--- src/rtl/pc_next_ctrl_pkg.sv ---
// Purpose: shared PC-sequencing constants and the sequencer state encoding used by
//          decode, the PC mux and pc_next_ctrl.
// Latency: n/a (types and constants only).
// Backpressure: n/a.
package pc_next_ctrl_pkg;

    typedef enum logic [1:0] {
        ST_RUN    = 2'd0,
        ST_HALTED = 2'd1,
        ST_TRAP   = 2'd2
    } pc_state_t;

    localparam logic [31:0] PC_STEP      = 32'd4;
    localparam logic [31:0] DEF_RESET_PC = 32'h0000_0000;
    localparam logic [31:0] DEF_TRAP_PC  = 32'h0000_0100;

    // PC mux select encodings
    localparam logic SEL_SEQ = 1'b0;
    localparam logic SEL_TGT = 1'b1;

endpackage

--- src/rtl/pc_next_ctrl_sat.sv ---
// Purpose: saturating up-counter with enable and synchronous clear.
// Latency: count visible one cycle after an enabled edge.
// Backpressure: none; en simply gates the increment, holds at all-ones.
// Ports: clk, reset (sync clear, active-high), en (increment), cnt (count).
module sat_counter #(
    parameter int W = 32
) (
    input  logic         clk,
    input  logic         reset,
    input  logic         en,
    output logic [W-1:0] cnt
);

    localparam logic [W-1:0] ONE  = {{(W-1){1'b0}}, 1'b1};
    localparam logic [W-1:0] FULL = {W{1'b1}};

    always_ff @(posedge clk) begin
        if (reset) begin
            cnt <= '0;
        end else if (en && (cnt != FULL)) begin
            cnt <= cnt + ONE;
        end
    end

endmodule

--- src/rtl/pc_next_ctrl.sv ---
// Purpose: PC sequencer; drives the PC mux select and sum leg, registers next PC,
//          handles halt/stall/misaligned-target trap, counts retired instructions.
// Latency: pc updates one cycle after a decision; pc_plus4/pc_sel are combinational.
// Backpressure: stall holds pc and suppresses retire; halt freezes until reset.
// Ports: clk, reset (sync, active-high), stall, halt_req, branch, jump, alu_zero,
//        target -> pc, pc_plus4, pc_sel, misalign (sticky), halted, retired.
module pc_next_ctrl
    import pc_next_ctrl_pkg::*;
#(
    parameter logic [31:0] RESET_PC = DEF_RESET_PC,
    parameter logic [31:0] TRAP_PC  = DEF_TRAP_PC,
    parameter int          CNT_W    = 32
) (
    input  logic             clk,
    input  logic             reset,
    input  logic             stall,
    input  logic             halt_req,
    input  logic             branch,
    input  logic             jump,
    input  logic             alu_zero,
    input  logic [31:0]      target,
    output logic [31:0]      pc,
    output logic [31:0]      pc_plus4,
    output logic             pc_sel,
    output logic             misalign,
    output logic             halted,
    output logic [CNT_W-1:0] retired
);

    pc_state_t   state;
    pc_state_t   state_nxt;
    logic [31:0] pc_nxt;
    logic        misalign_nxt;
    logic        retire;
    logic        taken;

    assign pc_plus4 = pc + PC_STEP;
    assign taken    = jump | (branch & alu_zero);
    // Only RUN steers the mux to the target; TRAP and HALTED present the sum leg.
    assign pc_sel   = (state == ST_RUN) ? taken : SEL_SEQ;
    assign halted   = (state == ST_HALTED);

    always_comb begin
        state_nxt    = state;
        pc_nxt       = pc;
        misalign_nxt = misalign;
        retire       = 1'b0;
        case (state)
            ST_RUN: begin
                if (halt_req) begin
                    state_nxt = ST_HALTED;
                end else if (stall) begin
                    state_nxt = ST_RUN;
                end else if (taken && (target[1:0] != 2'b00)) begin
                    // Misaligned taken target: vector to the trap handler, no retire.
                    state_nxt    = ST_TRAP;
                    pc_nxt       = TRAP_PC;
                    misalign_nxt = 1'b1;
                end else if (taken) begin
                    pc_nxt = target;
                    retire = 1'b1;
                end else begin
                    pc_nxt = pc_plus4;
                    retire = 1'b1;
                end
            end
            ST_TRAP: begin
                // Single bubble cycle at TRAP_PC; stall has no effect here.
                state_nxt = halt_req ? ST_HALTED : ST_RUN;
            end
            ST_HALTED: begin
                state_nxt = ST_HALTED;
            end
            default: begin
                state_nxt = ST_RUN;
            end
        endcase
    end

    always_ff @(posedge clk) begin
        if (reset) begin
            state    <= ST_RUN;
            pc       <= RESET_PC;
            misalign <= 1'b0;
        end else begin
            state    <= state_nxt;
            pc       <= pc_nxt;
            misalign <= misalign_nxt;
        end
    end

    sat_counter #(
        .W (CNT_W)
    ) u_retired_cnt (
        .clk   (clk),
        .reset (reset),
        .en    (retire),
        .cnt   (retired)
    );

endmodule

--- config.mk ---
export PLATFORM = sky130hd
export DESIGN_NAME = pc_next_ctrl
export DESIGN_NICKNAME = d
export VERILOG_FILES = /design/src/rtl/pc_next_ctrl_pkg.sv /design/src/rtl/pc_next_ctrl_sat.sv /design/src/rtl/pc_next_ctrl.sv
export SDC_FILE = /design/constraint.sdc
export NUM_CORES = 1
export LEC_CHECK = 0
export BUFFER_PORTS_ARGS = -buffer_cell sky130_fd_sc_hd__buf_2
export CAP_MARGIN = 20
export CELL_PAD_IN_SITES_DETAIL_PLACEMENT = 0
export CELL_PAD_IN_SITES_GLOBAL_PLACEMENT = 2
export CORE_MARGIN = 2
export CORE_UTILIZATION = 30
export DETAILED_ROUTE_END_ITERATION = 8
export PLACE_DENSITY_LB_ADDON = 0.1
export SLEW_MARGIN = 20
export SYNTH_ARGS = -nofsm -noshare
export SYNTH_HDL_FRONTEND = slang
export SYNTH_SLANG_ARGS = --single-unit
--- constraint.sdc ---
create_clock -name clk -period 6.7 [get_ports clk]
set_input_delay 1.34 -clock clk [delete_from_list [all_inputs] [get_ports clk]]
set_output_delay 1.34 -clock clk [all_outputs]
set_load 0.005 [all_outputs]
# --- After elaboration in Yosys (flattened, before gate mapping) ---
# Cells that the tools add are included.
# W data, S select, Z words.
totals:
  regBits: 67
  inputBits: 39
  elab_cells: 32
op_classes:
  n_addsub: 2
  eq_ne: 4
  muxes: 12
  bitwise_logic: 4
  n_reduce_logical: 6
ops:
  columns: ["cell", "count"]
  rows:
  - ["$mux W32", 2]
  - ["$add A32 B1 Y32 const B", 1]
  - ["$add A32 B3 Y32 const B", 1]
  - ["$ne A32 B32 Y1 const B", 1]
  - ["$mux W1", 6]
  - ["$mux W2", 3]
  - ["$pmux W2 S3", 1]
  - ["$ne A4 B3 Y1 const B", 1]
  - ["$reduce_and A4 Y1", 1]
  - ["$reduce_and A3 Y1", 1]
  - ["$eq A2 B1 Y1 const B", 1]
  - ["$eq A2 B2 Y1 const B", 1]
  - ["$logic_and A1 B1 Y1", 2]
  - ["$logic_not A2 Y1", 1]
  - ["$not A1 Y1", 2]
  - ["$reduce_bool A2 Y1", 1]
  - ["$and A1 B1 Y1", 1]
  - ["$or A1 B1 Y1", 1]

# --- Depth between registers and ports, before layout ---
# Gate-level depths: netlist of the first run.
depth:
  ltp_word: 8
  mapped_depth: 7

# --- Hierarchy ---
# From an unflattened synthesis of the first run, not the netlist that was laid out.
unflattened:
  hier_cells: 483
  area_unflattened_um2: 3935.0
modules_own_cells:
  columns: ["module", "n_inst", "cells_each", "area_per_inst_um2"]
  rows:
  - ["pc_next_ctrl", 1, 284, 2260.9]
  - ["sat_counter", 1, 199, 1674.1]

# --- Worst setup path after synthesis of the first run ---
# No wires, ideal clock.
synth_path:
  path_type: "input-to-output"
  from: "input port branch"
  to: "output port pc_sel"
  arrival_ns: 2.054
  required_time_ns: 5.360
  setup_slack_ns: 3.306
  path_stages: 3
  cell_sequence: "a21oi_1 -> clkbuf_1 -> nor3_1"
synth_between:
  elab_chain_len: 3
synth_rtl:
  columns: ["item", "line", "text"]
  rows:
  - ["start: declaration", "pc_next_ctrl.sv:18", "input logic branch,"]
  - ["$and A1 B1 Y1", "pc_next_ctrl.sv:38", "assign taken = jump | (branch & alu_zero);"]
  - ["$or A1 B1 Y1", "pc_next_ctrl.sv:38", null]
  - ["$mux W1", "pc_next_ctrl.sv:40", "assign pc_sel = (state == ST_RUN) ? taken : SEL_SEQ;"]
  - ["end: declaration", "pc_next_ctrl.sv:24", "output logic pc_sel,"]
# No other way between the ends.

# --- Worst setup path after layout of the first run ---
layout_path:
  from: "register pc[5]"
  to: "output port pc_plus4[30]"
layout_between:
  elab_chain_len: 1
layout_rtl:
  columns: ["item", "line", "text"]
  rows:
  - ["start: declaration", "pc_next_ctrl.sv:22", "output logic [31:0] pc,"]
  - ["start signal: assignment", "pc_next_ctrl.sv:87", "pc <= pc_nxt;"]
  - ["$add A32 B3 Y32", "pc_next_ctrl.sv:37", "assign pc_plus4 = pc + PC_STEP;"]
  - ["end: declaration", "pc_next_ctrl.sv:23", "output logic [31:0] pc_plus4,"]
# No other way between the ends.

==> run summary, run 1 <==
The flow ran to the end, and the final reports show no timing, DRC or antenna violations. Pin placement for this block handled 138 I/O pins. The kind of launch point of the worst setup path is a flop. The area used by multi-input combinational logic is 0.00252 mm2. Yosys attributes the largest share of cell area to sky130_fd_sc_hd__dfxtp_1 33%, sky130_fd_sc_hd__a21oi_1 5.5%, sky130_fd_sc_hd__xnor2_1 5.4%. For this design, the sink count on the clock tree is 67.

The final-report max-slew violation count was 0. The clock skew after layout came out at 0.00871 ns. The placeable core region came out at 0.0132 mm2. The leading register cell type out of synthesis is sky130_fd_sc_hd__dfxtp_1.

The total number of vias is 4432. Summing all flip-flop and latch instances after layout gives 0.00134 mm2. The maximum vdd drop is 0.0867 mV. The clock latency at the later pin of the worst-skew pair is 0.34 ns. The share of layout cells above drive strength 1 is 28.0%. The post-detailed-route DRC marker count is 0. Summed over all instances, the cell type with the most area after synthesis is sky130_fd_sc_hd__dfxtp_1. The vertical extent of the die is 120 um.

The first-pass iteration count of the detailed router is 4. The placer congestion estimate is 0.841. The areal power density over the cells came out at 196 mW/mm2. The post-CTS setup buffer count came out at 0. The fill cell instance count of the final layout came out at 1396. The worst setup path is captured at a primary output.

Timing would allow up to 249 MHz. The count of synthesis-stage warnings from yosys came out at 0. The overall die area came out at 0.0144 mm2. For the pin with the worst max-slew slack, the measured transition is 0.909 ns. The via count of the first global-routing pass is 4144. The pin count of the biggest net entering global routing is 59. The via count normalized by instance count came out at 5.41. For this run, the number of standard cells in the final layout without fillers is 819. The total number of placement rows came out at 42.

The critical path is of the flop to primary output type. The path class of the tightest hold or removal check is flop to flop. The critical path goes through nand4_1 > nor4_2 > and2_1 > nand2_1 > xnor2_1 > buf_2. The synthesized instance count came out at 516.

The number of antenna-violating nets in the routed design came out at 0. The largest buffer count on any clock path came out at 2. TritonCTS built the clock tree.

Of all nets on the critical path, the largest fanout is 9. The overall power came out at 1.01 mW. The number of failing hold endpoints at the final stage is 0. The area share of the largest cell type after synthesis is 33.2%.

The data required time of the critical path came out at 5.36 ns. The cell family contributing the most delay on the critical path is simple AND/OR/NAND/NOR gates. The count of unique library cells instantiated by Yosys came out at 60. Of the available clock period, the critical path in the final layout requires 59.9%. The synthesized area per cell came out at 7.82 um2. The global-route total usage across every layer came out at 21.0%. The initial antenna violation count is 1. The number of buffers inserted for hold repair after clock tree synthesis is 0.

In this run, synthesis produced a sequential element count of 67. After legalization and detailed placement, the total HPWL measured 10.7 mm. For this block, the routed nets add up to 15.1 mm of wire. Measured on the finished design, the core utilization comes to 39.2%. For this block, the initial DRC count from the detailed router was 222. The time the final worst path needs with I/O delays and setup came out at 4.01 ns. The die span in x is 120 um. Global routing finished with a remaining overflow of 0.

Counting flops with a built-in enable in the synthesized netlist gives 0. The antenna diode count is 0. The number of gates resized after CTS was 0. In this design, the stage delay of the slowest critical-path cell is 0.84 ns. The number of max-capacitance violations reported came out at 0.

Once placement completed, the tool counted placed cells totaling 803. The post-detailed-route wirelength per cell is 18.5 um. The number of buffers added by the clock tree synthesis step came out at 9. The tree is rooted in a sky130_fd_sc_hd__clkbuf_16. At the end of the flow, the number of nets in the layout was 679.

Setup repair after global routing left no endpoint under its margin. The global-route wire length before repair came out at 23.6 mm. Setup violations remaining at the end of the flow were counted as 0. The arrival time of the worst setup path is 2.67 ns. The fraction of registers with async set/reset is 0%.

The number of port buffers came out at 137. The layout-stage area growth over the synthesis result is 28.0%. Summing the sequential cell areas from Yosys gives 33.2% of the chip area. For this design the static power due to leakage is 2.08 nW. The library cell contributing the largest single delay on the critical path is sky130_fd_sc_hd__nor4_2. The total negative slack for setup checks is 0 ns. The worst slew margin relative to its limit is 39.1%. The H-tree depth is 3. The count of buffer and inverter cells on the critical path came out at 1. The synthesized cell area is 0.00404 mm2. When the netlist entered floorplanning its net count stood at 557. The CTS clock-pin slew for the worst setup and hold paths came out at 0.06 ns. Once the floorplan was initialized, standard cells occupied 30.6% of the core.
[cells by family (layout without fill, tap and decap cells)]
group	Yosys count	in the layout	synth area share [%]
AO/OA/AOI/OAI	132	132	21.5
adder cells (fa/ha/maj)	2	2	0.620
multiplexers	7	7	1.83
AND/OR/NAND/NOR	226	226	30.7
XOR/XNOR	34	34	7.38
buffers and inverters	48	175	4.74
flip-flops	67	67	33.2
[metal layers]
metal  part of all wire (%)  up-vias  global-route usage [%]
met4                    1.1        0                    6.91
met1                     44     2121                    27.4
met5                      0        -                       0
met2                     49      123                    34.8
li1                       -     2179                       -
met3                    6.0        9                    3.94
[layout by cell type (no fill, tap or decap), types with 12 or more instances in the layout]
| cell type | n |
|---|---|
| sky130_fd_sc_hd__nand3_1 | 28 |
| sky130_fd_sc_hd__and4_1 | 12 |
| sky130_fd_sc_hd__or4_1 | 14 |
| sky130_fd_sc_hd__nor2_1 | 40 |
| sky130_fd_sc_hd__buf_2 | 137 |
| sky130_fd_sc_hd__nand2_1 | 41 |
| sky130_fd_sc_hd__o31ai_1 | 12 |
| sky130_fd_sc_hd__a21oi_1 | 43 |
| sky130_fd_sc_hd__dfxtp_1 | 67 |
| sky130_fd_sc_hd__nor4_1 | 14 |
| sky130_fd_sc_hd__o21ai_0 | 24 |
| sky130_fd_sc_hd__and3_1 | 12 |
| sky130_fd_sc_hd__xnor2_1 | 25 |
| sky130_fd_sc_hd__nand4_1 | 22 |
| sky130_fd_sc_hd__inv_1 | 15 |
[final timing paths]
| path | start | to | slack (ns) | cells after the start |
|---|---|---|---|---|
| min | misalign$_SDFFE_PP0P_ | misalign$_SDFFE_PP0P_ | 0.46 | 1 |
| max | pc[5]$_SDFFE_PP0P_ | pc_plus4[30] | 2.69 | 6 |
| max reg2reg | u_retired_cnt.cnt[14]$_SDFFE_PP0P_ | u_retired_cnt.cnt[1]$_SDFFE_PP0P_ | 4.08 | 5 |
| min reg2reg | misalign$_SDFFE_PP0P_ | misalign$_SDFFE_PP0P_ | 0.46 | 1 |
[state kept, by name, indices dropped and copies added, names as in the netlist]
| register | flops |
|---|---|
| pc | 32 |
| misalign | 1 |
| state | 2 |
| u_retired_cnt.cnt | 32 |
[synthesized netlist by cell type (all sizes together) (3+ instances only)]
cell type and instances:
a211oi 6, a21oi 45, a31oi 8, and2 7, and3 12, and4 12, buf 5, clkbuf 28
dfxtp 67, inv 15, mux2 3, mux2i 4, nand2 42, nand3 29, nand4 22, nor2 40
nor2b 4, nor3 13, nor4 16, o21a 3, o21ai 24, o221a 3, o22ai 3, o31ai 13
or2 3, or3 9, or4 14, xnor2 25, xor2 9
[metrics by stage]
step | hold WS, ns | setup WS [ns] | cell area [um2]
3_5_place_dp | 0.454 | 3.06 | 4870
2_1_floorplan | 0.451 | 3.31 | 4040
4_1_cts | 0.468 | 2.67 | 5170
3_3_place_gp | 0.437 | 3.07 | 4870
5_1_grt | 0.482 | 2.45 | 5170
6_report | 0.463 | 2.69 | 5170
[area by class of cell]
cell class,count,share of cell area [%]
clock inverters,5,1.02
clock buffers,11,4.70
multi-input cells,401,48.7
inverters,15,1.09
flip-flops and latches,67,26.0
well taps,176,4.26
repair buffers,144,14.3
[worst register-to-register path: stages, from the launching register on]
cell and delay (ns):
sky130_fd_sc_hd__dfxtp_1 0.47, sky130_fd_sc_hd__nand4_1 0.21, sky130_fd_sc_hd__or4_1 0.69, sky130_fd_sc_hd__o31ai_2 0.78, sky130_fd_sc_hd__mux2i_1 0.27, sky130_fd_sc_hd__nor2_1 0.06
[report_power, final]
part / leakage, nW / internal [mW] / switching, mW / total (mW)
clock: 0.145 / 0.297 / 0.190 / 0.487
sequential: 0.542 / 0.408 / 0.0160 / 0.424
combinational: 1.39 / 0.0429 / 0.0611 / 0.104
(Power assumes the default switching activity.)
==> run 2: changes to the inputs <==
- CORE_UTILIZATION: 30 -> 25
- clock period: 6.7 -> 3.3 ns (I/O delays scaled with it)
==> run summary, run 2 (same netlist as run 1, synthesis figures left out) <==
The run finished with clean final reports. The actual slew at the worst max-slew pin is 0.922 ns. The number of failing setup endpoints in the final timing report came out at 0. The number of antenna-violating nets in the routed design came out at 0. The worst slew margin relative to its limit came out at 38.1%. On the final layout, the worst hold slack is 0.493 ns. The total length of routed wires came out at 16.1 mm. The first-pass iteration count of the detailed router came out at 5. The H-tree was split into 3 levels. In this run the worst hold path is classified as flop to flop.

The post-detailed-route DRC marker count came out at 0. The vertical extent of the die is 131 um. The initial antenna violation count was 1. The largest buffer count on any clock path is 2.

The cell at the root of the clock tree is sky130_fd_sc_hd__clkbuf_16. The CTS clock-pin slew for the worst setup and hold paths is 0.06 ns. The largest registers in the layout are pc x32, u_retired_cnt.cnt x32, state x2. The layout-stage area growth over the synthesis result came out at 30.7%. The total negative slack for setup checks is 0 ns. The effective utilization at floorplan came out at 25.5%. For this block, the via count after detailed routing is 4545. The time the final worst path needs with I/O delays and setup came out at 3.06 ns. Traced cell by cell, the critical path runs through ha_2 > nand3_1 > nor2_1 > a31oi_1 > or2_2 > buf_2. The initialized floorplan defines 46 standard-cell rows. The detailed-placement wirelength estimate is 11.8 mm. The violation count after the first detailed-routing iteration came out at 243. The total placed cells including tap cells came out at 852. The post-detailed-route wirelength per cell came out at 18.5 um. The cell depth of the worst flop-to-flop path came out at 5. The critical path in this run is classified as flop to primary output. The via count of the first global-routing pass came to 4259.

The largest individual stage delay along the critical path comes from the cell sky130_fd_sc_hd__dfxtp_1. The global-route total usage across every layer is 18.7%. The core occupancy in the finished layout is 33.3%. Setup repair after global routing left no endpoint under its margin. The number of failing hold endpoints at the final stage came out at 0.

Excluding fillers, the count of instances in the completed layout stands at 867. The data required time of the critical path is 2.64 ns. The placeable core region came out at 0.0158 mm2. The antenna diode count came out at 0. The static leakage is 2.11 nW. The number of buffers added by the clock tree synthesis step came out at 9. The overall die area is 0.0172 mm2. The clock sink count is 67. Broken down by cell family, the worst path's largest delay share belongs to simple AND/OR/NAND/NOR gates. In this run, post-CTS hold repair placed 0 buffers.

The final period utilization is 92.9%. The number of max-capacitance violations reported came out at 0. The die is 131 um wide. The share of layout cells above drive strength 1 came out at 29.0%.

The placer congestion estimate is 0.808. The first global-routing pass estimated 24.4 mm of wire. The worst hold path passes through 2 cells. The clock latency at the later pin of the worst-skew pair is 0.34 ns. The number of port buffers came out at 137. In the layout the commonest cells are 137 x sky130_fd_sc_hd__buf_2, 67 x sky130_fd_sc_hd__dfxtp_1, 43 x sky130_fd_sc_hd__a21oi_1, 41 x sky130_fd_sc_hd__nand2_1, 40 x sky130_fd_sc_hd__nor2_1. The count of buffer and inverter cells on the critical path came out at 1.

The number of I/O pins is 138. The worst setup path is launched from a flop. Counting buffers and inverters, the worst setup path is 6 cells deep. The CTS tree is yes. The pin count of the biggest net entering global routing is 33. The worst setup path is captured at a primary output. After detailed routing, the number of vias per cell comes to 5.24. The total global routing overflow is 0. The final-report max-slew violation count is 0. The maximum vdd drop is 0.218 mV. After the last flow step, the layout net total stands at 688. The arrival time of the worst setup path came out at 2.40 ns. The clock skew after layout came out at 0.00976 ns. The achievable clock frequency is 326 MHz. The highest net fanout along the worst path came out at 8. The areal power density over the cells is 386 mW/mm2.

The delay of the slowest critical-path stage is 0.52 ns. The library cell used most frequently in the layout, excluding fill and tap cells, is sky130_fd_sc_hd__buf_2.
==> run 2: cell type report <==
class                           instances  area (um2)
Clock buffer                           10         229
Clock inverter                          5        55.1
Fill cell                            1740       10600
Inverter                               15        56.3
Multi-Input combinational cell        401        2520
Sequential cell                        67        1340
Tap cell                              216         270
Timing Repair Buffer                  153         806
==> run 2: timing repair <==
action                                  4_1_cts  5_1_grt
buffers inserted                              0        0
gates resized for setup                       0        1
endpoints found under the setup margin        0        2
==> run 2: worst reg2reg max path: stages, from the launching register on <==
cell	delay, ns
sky130_fd_sc_hd__dfxtp_1	0.46
sky130_fd_sc_hd__nand4_1	0.21
sky130_fd_sc_hd__or4_1	0.69
sky130_fd_sc_hd__o31ai_2	0.79
sky130_fd_sc_hd__mux2i_1	0.27
sky130_fd_sc_hd__nor2_1	0.05
==> run 2: stage by stage <==
stage | setup WS (ns) | total power, mW | cell area [um2]
2_1_floorplan | 0.860 | 0.983 | 4040
3_3_place_gp | 0.499 | 1.10 | 4990
3_5_place_dp | 0.511 | 1.10 | 4990
4_1_cts | 0.136 | 2.07 | 5270
5_1_grt | 0.0473 | 2.13 | 5280
6_report | 0.236 | 2.04 | 5280
==> run 2: report_power, final <==
part           switching [mW]  internal, mW  total, mW
clock network           0.380         0.578      0.958
logic                   0.130        0.0909      0.221
registers              0.0318         0.828      0.859
total                   0.542          1.50       2.04
==> run 2: final timing paths <==
path                                                         start                                 end  slack (ns)
worst max-delay path                            pc[2]$_SDFFE_PP0P_                        pc_plus4[16]        0.24
worst min-delay path            u_retired_cnt.cnt[27]$_SDFFE_PP0P_  u_retired_cnt.cnt[27]$_SDFFE_PP0P_        0.49
worst max register to register  u_retired_cnt.cnt[14]$_SDFFE_PP0P_   u_retired_cnt.cnt[1]$_SDFFE_PP0P_        0.72
worst min register to register  u_retired_cnt.cnt[27]$_SDFFE_PP0P_  u_retired_cnt.cnt[27]$_SDFFE_PP0P_        0.49
==> run 2: metal layers <==
metal / track usage, % / share of wire [%]
met5: 0 / 0.068
met2: 31.8 / 48
met1: 23.4 / 44
met4: 5.51 / 1.7
met3: 4.95 / 6.2
==> run 3: changes to the inputs <==
- CELL_PAD_IN_SITES_GLOBAL_PLACEMENT: 2 -> 1
- CORE_UTILIZATION: 25 -> 33
==> run summary, run 3 (same netlist as run 1, synthesis figures left out) <==
The most critical setup path has its startpoint at pc[5]$_SDFFE_PP0P_. In the routed design, unresolved DRC markers number 0. In the global route stage, overall resource usage came out at 22.4%. The share of layout cells above drive strength 1 is 28.6%. The initial antenna violation count is 1. TritonCTS built the clock tree. The tightest min-delay check is of the flop to flop type. The total negative slack for setup checks is 0 ns. The clock drives 67 sinks. Measured on the finished design, the core utilization comes to 43.3%.

The worst path in the final design needs a cycle of 3.02 ns, including I/O delays and setup. Buffers inserted to repair hold after CTS numbered 0. The startpoint identified for the worst hold timing path is misalign$_SDFFE_PP0P_. The worst setup path is launched from a flop. The area after detailed placement is 0.00487 mm2. The die span in x is 115 um. Setup slack closes at 0.281 ns. The largest registers in the layout are pc x32, u_retired_cnt.cnt x32, state x2. In the finished design, the share of the clock period the worst path needs comes to 91.5%. Derived from the worst setup path, the maximum achievable clock frequency is 331 MHz. The number of instances resized during post-cts repair is 0. The highest net fanout along the worst path came out at 9. The post-detailed-route wirelength per cell is 18.3 um. In this run the standard cell core region covers 0.0120 mm2.

The detailed router finished its first iteration with 303 violations. The worst slew margin relative to its limit came out at 41.7%. The first-pass iteration count of the detailed router came out at 4. The number of max-capacitance violations reported came out at 0. The areal power density over the cells is 399 mW/mm2.

The effective utilization at floorplan is 33.7%. The initialized floorplan defines 40 standard-cell rows. The number of buffers added by the clock tree synthesis step came out at 9. The layout-stage area growth over the synthesis result came out at 28.2%. The H-tree depth is 3. The finished cells cover 0.00518 mm2.

The largest buffer count on any clock path came out at 2. The number of failing hold endpoints at the final stage came out at 0. The total placed cells including tap cells came out at 779.

The clock latency at the later pin of the worst-skew pair came out at 0.34 ns. The final-report max-slew violation count is 0. The length of routed met2 wiring is 7.14 mm. The analysis attributes to cell leakage a power of 2.10 nW. Post-CTS timing repair inserted 0 buffers for setup.

138 I/O pins were placed. The number of failing setup endpoints in the final timing report came out at 0. The run finished with clean final reports. The root buffer cell chosen for the clock tree is sky130_fd_sc_hd__clkbuf_16.

The total length of routed wires is 14.5 mm. Setup repair after global routing left no endpoint under its margin. The filler-free cell count of the finished design is 794. The critical path is of the flop to primary output type. Dividing the detail-routed via count by the number of cells gives 5.57. The uppermost layer routed is met4.

The first global-routing pass estimated 23.0 mm of wire. The clock skew after layout is 0.00698 ns. Leaving out fill and tap cells, the most frequent cells in the layout are 137 x sky130_fd_sc_hd__buf_2, 67 x sky130_fd_sc_hd__dfxtp_1, 43 x sky130_fd_sc_hd__a21oi_1, 41 x sky130_fd_sc_hd__nand2_1, 40 x sky130_fd_sc_hd__nor2_1. For the worst setup path, the data arrival time is 2.36 ns.

The number of port buffers came out at 137. The via count of the first global-routing pass is 4243. For the pin with the worst max-slew slack, the measured transition is 0.869 ns. The wire length on met3 came out at 870 um. Summing over every cut layer, the via total after detailed routing is 4424.

The overall die area is 0.0131 mm2. The detailed-placement wirelength estimate is 10.6 mm. The library cell used most frequently in the layout, excluding fill and tap cells, is sky130_fd_sc_hd__buf_2.

The vertical extent of the die came out at 115 um. The data required time of the critical path is 2.64 ns. For this run the aggregate overflow at the end of global routing stands at 0.

The cell depth of the worst flop-to-flop path came out at 5. The wire length on met1 is 6.33 mm. The number of cells on the worst hold path is 1.

The net count of the finished layout is 684. The maximum vdd drop is 0.309 mV. The worst setup path is captured at a primary output. The pin count of the biggest net entering global routing is 36. In this run the remaining antenna-violating nets after routing total 0. The fill cell instance count of the final layout came out at 1234. Clock-pin slew was measured on the worst setup and hold paths at 0.06 ns. In this run the critical register-to-register path is launched from u_retired_cnt.cnt[14]$_SDFFE_PP0P_. The antenna diode count is 0. The placer congestion estimate came out at 0.863. The pre-CTS setup slack is 0.651 ns.
## run 3: cell count changes in the layout (fill, tap and decap cells not counted)
| cell | previous run | this run |
|---|---|---|
| sky130_fd_sc_hd__ha_2 | 1 | 0 |
| sky130_fd_sc_hd__ha_1 | 1 | 2 |
| sky130_fd_sc_hd__buf_4 | 16 | 12 |
| sky130_fd_sc_hd__clkinv_2 | 2 | 1 |
| sky130_fd_sc_hd__clkbuf_1 | 1 | 0 |
| sky130_fd_sc_hd__clkbuf_8 | 0 | 2 |
## run 3: worst paths after layout
kind | end | slack [ns]
max | pc_plus4[23] | 0.28
min | misalign$_SDFFE_PP0P_ | 0.46
max reg2reg | u_retired_cnt.cnt[1]$_SDFFE_PP0P_ | 0.69
min reg2reg | misalign$_SDFFE_PP0P_ | 0.46
## run 3: metal layers
layer | up-vias | global-route usage (%)
li1 | 2200 | -
met1 | 2094 | 27.6
met2 | 116 | 38.5
met3 | 14 | 6.25
met4 | 0 | 5.85
met5 | - | 0
## run 3: layout make-up
type                    instances  area, um2  share of cell area, %
multi-input cells             401       2520                   48.6
flip-flops and latches         67       1340                   25.9
repair buffers                149        776                   15.0
clock buffers                  11        253                   4.88
well taps                     147        184                   3.55
inverters                      15       56.3                   1.09
clock inverters                 4       50.0                  0.967
## run 3: critical path: stages (launching register included)
cell and delay [ns]:
sky130_fd_sc_hd__dfxtp_1 0.50, sky130_fd_sc_hd__nand4_1 0.12, sky130_fd_sc_hd__buf_4 0.19, sky130_fd_sc_hd__or4_1 0.65
sky130_fd_sc_hd__nor3_2 0.24, sky130_fd_sc_hd__xnor2_1 0.17, sky130_fd_sc_hd__buf_2 0.14
## run 3: stage by stage
step	power (mW)	hold slack [ns]
3_5_place_dp	1.09	0.454
3_3_place_gp	1.09	0.446
6_report	2.07	0.460
2_1_floorplan	0.983	0.451
5_1_grt	2.15	0.481
4_1_cts	2.10	0.468
## run 3: power breakdown
part	internal, mW	total (mW)	switching, mW
sequential	0.828	0.860	0.0324
combinational	0.0890	0.213	0.124
clock	0.620	0.994	0.374
